`config.mk`:
```
export PLATFORM = sky130hd
export DESIGN_NAME = fetch_unit
export DESIGN_NICKNAME = d
export VERILOG_FILES = /design/src/rtl/fetch_unit.sv
export SDC_FILE = /design/constraint.sdc
export NUM_CORES = 1
export LEC_CHECK = 0
export ABC_AREA = 0
export BUFFER_PORTS_ARGS = -buffer_cell sky130_fd_sc_hd__buf_2
export CAP_MARGIN = 20
export CORE_UTILIZATION = 61
export CTS_BUF_LIST = sky130_fd_sc_hd__clkbuf_8
export DETAILED_ROUTE_END_ITERATION = 7
export GPL_TIMING_DRIVEN = 0
export PLACE_DENSITY = 0.95
export SLEW_MARGIN = 15
export SYNTH_ARGS = -nofsm -noshare
export SYNTH_HDL_FRONTEND = slang
export SYNTH_SLANG_ARGS = --single-unit
```
`constraint.sdc`:
```
create_clock -name clk -period 15.7 [get_ports clk]
set_input_delay 3.14 -clock clk [delete_from_list [all_inputs] [get_ports clk]]
set_output_delay 3.14 -clock clk [all_outputs]
set_load 0.1 [all_outputs]
```
`src/rtl/fetch_unit.sv`:
```
// fetch_unit: holds the architectural PC and fetches instruction words over a
// req/gnt + rvalid memory handshake, buffering them in a small FIFO for decode.
// At most one memory request is outstanding at a time.
//
// Build option FETCH_MISALIGN_CHECK_EN:
//   defined   - a redirect to a non-word-aligned PC raises a sticky misalign flag
//               and stalls fetch until reset or the next aligned redirect.
//   undefined - the low two bits of a redirect target are cleared; misalign is 0.
//
// state  | meaning
// -------+-------------------------------------------------------------
// IDLE   | no request outstanding; may issue a new request
// WAIT   | request granted, awaiting its rvalid (data will be kept)
// DROP   | request granted but flushed; its rvalid is swallowed
module fetch_unit #(
  parameter logic [31:0] RESET_PC = 32'h0000_0000,
  parameter int          DEPTH    = 2
) (
  input  logic        clk,
  input  logic        rst,
  input  logic        redirect_valid,
  input  logic [31:0] redirect_pc,
  output logic        imem_req,
  output logic [31:0] imem_addr,
  input  logic        imem_gnt,
  input  logic        imem_rvalid,
  input  logic [31:0] imem_rdata,
  output logic        inst_valid,
  input  logic        inst_ready,
  output logic [31:0] inst,
  output logic [31:0] inst_pc,
  output logic        misalign
);

  localparam int          AW   = $clog2(DEPTH);
  localparam logic [AW:0] FULL = (AW + 1)'(DEPTH);
  localparam logic [31:0] NOP  = 32'h0000_0013;

  localparam logic [1:0] S_IDLE = 2'd0;
  localparam logic [1:0] S_WAIT = 2'd1;
  localparam logic [1:0] S_DROP = 2'd2;

  logic [1:0]    state;
  logic [1:0]    state_nxt;
  logic [31:0]   pc;
  logic [31:0]   req_pc;
  logic [31:0]   fifo_inst [DEPTH];
  logic [31:0]   fifo_pc   [DEPTH];
  logic [AW-1:0] rd_ptr;
  logic [AW-1:0] wr_ptr;
  logic [AW:0]   count;
  logic          fire;
  logic          push;
  logic          pop;
  logic          req_block;
  logic [31:0]   redirect_tgt;

`ifdef FETCH_MISALIGN_CHECK_EN
  logic misalign_q;

  assign redirect_tgt = redirect_pc;
  assign req_block    = misalign_q;
  assign misalign     = misalign_q;

  // Sticky misalign flag: set by a misaligned redirect, cleared by an aligned one.
  always_ff @(posedge clk) begin
    if (rst) begin
      misalign_q <= 1'b0;
    end else if (redirect_valid) begin
      misalign_q <= |redirect_pc[1:0];
    end
  end
`else
  assign redirect_tgt = redirect_pc & 32'hFFFF_FFFC;
  assign req_block    = 1'b0;
  assign misalign     = 1'b0;
`endif

  // Only issue from IDLE with a FIFO slot free; a redirect cycle never requests,
  // so a grant can never race a PC change.
  assign imem_req   = (state == S_IDLE) && !rst && !redirect_valid &&
                      (count < FULL) && !req_block;
  assign imem_addr  = pc;
  assign fire       = imem_req && imem_gnt;
  assign push       = (state == S_WAIT) && imem_rvalid && !redirect_valid;
  assign inst_valid = (count != '0);
  assign pop        = inst_valid && inst_ready && !redirect_valid;
  assign inst       = inst_valid ? fifo_inst[rd_ptr] : NOP;
  assign inst_pc    = inst_valid ? fifo_pc[rd_ptr] : 32'h0000_0000;

  // Request-tracking next state; a redirect turns a live request into a dropped one.
  always_comb begin
    state_nxt = state;
    case (state)
      S_IDLE: if (fire) state_nxt = S_WAIT;
      S_WAIT: begin
        if (imem_rvalid)         state_nxt = S_IDLE;
        else if (redirect_valid) state_nxt = S_DROP;
      end
      S_DROP: if (imem_rvalid) state_nxt = S_IDLE;
      default: state_nxt = S_IDLE;
    endcase
  end

  // PC, state and FIFO control; reset keeps swallowing a response still in flight.
  always_ff @(posedge clk) begin
    if (rst) begin
      pc     <= RESET_PC;
      state  <= ((state == S_WAIT || state == S_DROP) && !imem_rvalid) ? S_DROP : S_IDLE;
      rd_ptr <= '0;
      wr_ptr <= '0;
      count  <= '0;
    end else begin
      state <= state_nxt;
      if (redirect_valid) begin
        pc     <= redirect_tgt;
        rd_ptr <= '0;
        wr_ptr <= '0;
        count  <= '0;
      end else begin
        if (fire) pc <= pc + 32'd4;
        if (push) wr_ptr <= wr_ptr + 1'b1;
        if (pop)  rd_ptr <= rd_ptr + 1'b1;
        case ({push, pop})
          2'b10:   count <= count + 1'b1;
          2'b01:   count <= count - 1'b1;
          default: count <= count;
        endcase
      end
    end
  end

  // Data storage: request PC capture and FIFO entries need no reset.
  always_ff @(posedge clk) begin
    if (fire) req_pc <= pc;
    if (!rst && push) begin
      fifo_inst[wr_ptr] <= imem_rdata;
      fifo_pc[wr_ptr]   <= req_pc;
    end
  end

endmodule

```
==> results.py <==
metrics = {
    "run_status": {
        "status": "completed",
    },
    "logic_synthesis": {
        "synth_warnings": 0,
        "seq_area_frac_synth_pct": 68.1,
        "synth_edf_count": 156,
        "synth_top_cell_by_area": "edfxtp_1",
        "synth-xor-area-share_pct": 1.33,
        "syn_area_mm2": 0.00791,
        "yosysTopAreaCellShare_pct": 59.2,
        "synth_fa_ha_area_share_pct": 0.950,
        "syn_inst": 593,
        "synth_top_family_by_area": "simple AND/OR/NAND/NOR gates",
        "synth_area_leaders": "edfxtp_1 59%, dfxtp_1 8.9%, mux2i_1 8.2%",
        "ys_seq_elements": 191,
        "yosysUniqueCellTypes": 49,
        "avgSynthCellArea_um2": 13.3,
        "synth-compound-area-share_pct": 5.68,
        "synthSimpleGateAreaFrac_pct": 12.8,
        "ys_async_sr_fraction_pct": 0,
        "ys.flop_type": "edfxtp_1",
        "muxShareOfSynthArea_pct": 8.23,
    },
    "worst_setup_path": {
        "critPathBufInv": 3,
        "worstPathRequired_ps": 12560,
        "cp-end-kind": "primary output",
        "startpoint": "redirect_valid",
        "worstReg2RegEnd": "state[0]$_SDFFCE_PP0P_",
        "crit_path_top_delay_cell": "buf_2",
        "r2r_slack_ps": 13070,
        "setup.worst_path.end": "imem_req",
        "cp-start-kind": "input port",
        "crit_type": "input port to primary output",
        "rr_startpoint": "state[0]$_SDFFCE_PP0P_",
        "critPathMaxFanout": 10,
        "critical-path-top-delay-family": "buffers and inverters",
        "max_stage_delay_ps": 490,
        "reg2reg_depth": 9,
        "worstPathArrival_ps": 4580,
        "cp_cell_sequence": "buf_6 -> or2_1 -> clkbuf_1 -> nor3_1 -> buf_2",
        "cp.depth": 5,
    },
    "sta": {
        "finalSetupTns_ps": 0,
        "period_needed_ps": 7720,
        "hold_viol": 0,
        "setup_viol": 0,
        "max_slew_margin_pct": 39.8,
        "slew_viol_final": 0,
        "grt_setup_unrepaired": "false",
        "worst_slew_pin_slew_ps": 898,
        "fmax_ghz": 0.130,
        "worst_slack_ps": 7980,
        "clock_skew_ps": 15.7,
        "fin_crit_sh_pct": 49.2,
    },
    "detailed_routing": {
        "final_antenna_net_count": 0,
        "drt_iter0_drc": 456,
        "wl_per_cell_um": 17.9,
        "via_count": 5618,
        "drc": 0,
        "wl_mm": 17.4,
        "firstDrtPassIters": 5,
        "routed_via_density": 5.77,
    },
    "global_route": {
        "first_global_vias": 5320,
        "gr-total-overflow": 0,
        "grt_max_degree": 26,
        "grt_pass1_wl_mm": 26.5,
        "antenna_found_initial": 1,
        "globalRouteTotalUtil_pct": 26.5,
    },
    "clock_network": {
        "cts_buffer_depth": 2,
        "cts_root_buf": "clkbuf_8",
        "cts_sinks": 191,
        "cts_tree": "yes",
        "cts_buffers": 17,
        "cts_hold_buf": 0,
        "clk_latency_ps": 460,
        "clkTransAtPathRegs_ps": 90,
        "cts_setup_buffers": 0,
        "cts-resized-gates": 0,
        "h-tree-depth": 4,
    },
    "finish": {
        "area_growth_pct": 19.5,
        "final_cell_area_mm2": 0.00945,
        "diodes": 0,
        "num-nets-final": 865,
        "fill_cells": 820,
        "register_area_mm2": 0.00539,
        "multiInputGateArea_mm2": 0.00232,
        "drive_gt1_share_pct": 26.9,
    },
    "pwr": {
        "leakage_nw": 3.45,
        "power.switching_mw": 0.346,
        "clkPwrFrac_pct": 27.5,
        "power_frac_seq_pct": 54.6,
        "internal_power_mw": 0.736,
        "ir_worst_vdd_uv": 66.2,
        "swShare_pct": 32.0,
        "comb_power_share_pct": 17.9,
        "p_per_area_mw_per_mm2": 114,
        "total_power_mw": 1.08,
    },
    "die": {
        "pin_count": 169,
        "die_h_um": 116,
        "coreArea_mm2": 0.0126,
        "dieArea_mm2": 0.0134,
        "initial_core_util_pct": 62.7,
        "rows": 41,
        "die_w_um": 116,
    },
    "place": {
        "dp_worst_setup_slack_ps": 8010,
        "hpwl_mm": 12.6,
        "portBuffers": 160,
        "gp_congestion": 0.893,
        "place_area_mm2": 0.00908,
    },
    "worst_hold_path": {
        "whs_path_depth": 0,
        "hold_class": "flip-flop to flip-flop",
    },
    "flow_run": {
        "max_cap_viol_count": 0,
    },
}
[per-stage QoR]
stage,utilization [%],hold WS [ps],std cells
detailed placement,72.0,431,942
floorplan,-,421,597
CTS,74.9,450,974
finish,74.9,452,974
global placement,70.8,424,929
global route,74.9,444,974
[cell type report]
class	instances	area share (%)
clock inverters	13	1.06
multi-input cells	353	24.6
flip-flops and latches	191	57.0
well taps	172	2.28
clock buffers	19	2.77
plain buffers	38	1.80
repair buffers	173	9.92
inverters	15	0.596
[routing by layer]
| metal | GRT usage (%) | wire length [um] |
|---|---|---|
| met4 | 11.1 | 391 |
| met2 | 42.5 | 8500 |
| met5 | 0 | 0 |
| met1 | 34.8 | 7000 |
| met3 | 6.22 | 1510 |
[worst reg2reg max path, stage by stage (launching register included)]
cell	delay [ps]
edfxtp_1	420
inv_1	150
ha_1	280
nand3b_1	170
clkbuf_1	300
nor2_1	230
clkbuf_2	380
buf_16	230
o22ai_1	100
nand2_1	100
[how the worst min path moves through the flow]
stage                         startpoint                  endpoint  slack (ps)
floorplan           req_pc[10]$_DFFE_PP_  fifo_pc[0][10]$_DFFE_PP_         420
global placement    req_pc[20]$_DFFE_PP_  fifo_pc[0][20]$_DFFE_PP_         420
detailed placement  req_pc[25]$_DFFE_PP_  fifo_pc[0][25]$_DFFE_PP_         430
CTS                 req_pc[11]$_DFFE_PP_  fifo_pc[0][11]$_DFFE_PP_         450
global route        req_pc[12]$_DFFE_PP_  fifo_pc[0][12]$_DFFE_PP_         440
finish              req_pc[11]$_DFFE_PP_  fifo_pc[0][11]$_DFFE_PP_         450
[state kept, by name (all words and copies together), names as in the netlist, named ones only]
| signal | flops |
|---|---|
| fifo_inst | 64 |
| count | 2 |
| state | 2 |
| rd_ptr | 1 |
| wr_ptr | 1 |
| imem_addr | 30 |
| fifo_pc | 60 |
| req_pc | 30 |
[power by group through the flow]
stage          Sequential (mW)  Clock [mW]  Combinational (mW)
2_1_floorplan            0.642           0               0.103
3_5_place_dp             0.602           0               0.192
4_1_cts                  0.590       0.300               0.193
3_3_place_gp             0.602           0               0.183
5_1_grt                  0.593       0.319               0.205
6_report                 0.591       0.297               0.194
[cells in the final DEF (no fill, tap or decap), types with 5 or more instances in the layout]
cell type	netlist	routed
edfxtp_1	156	156
nand4_1	14	14
nor3_1	11	9
nor2_1	84	84
and4_1	5	5
nor4_1	6	6
buf_6	1	6
dfxtp_1	35	35
xnor2_1	9	9
a32oi_1	5	5
inv_6	0	6
o21ai_0	16	16
nand3_1	18	18
buf_4	5	12
and3_1	5	5
inv_1	14	15
mux2i_1	65	65
a211oi_1	6	6
buf_2	0	160
or4_1	10	10
a311oi_1	7	7
ha_1	6	6
or3_1	6	6
o211ai_1	6	6
conb_1	1	5
nand2_1	24	24
clkbuf_1	28	27
clkbuf_8	0	19
[synthesized netlist by cell type, drive strengths merged, types with 7 or more instances]
library cell,count
a311oi,7
buf,10
clkbuf,28
dfxtp,35
edfxtp,156
inv,15
mux2i,65
nand2,24
nand3,18
nand4,15
nor2,84
nor3,11
nor4,7
o21ai,16
or4,10
xnor2,9
[cell families after synthesis]
kind of cell	Yosys count
AO/OA/AOI/OAI	63
XOR/XNOR	12
adder cells (fa/ha/maj)	6
buffers and inverters	53
flip-flops	191
multiplexers	65
other	1
AND/OR/NAND/NOR	202
Power figures use the tool's default switching activity.
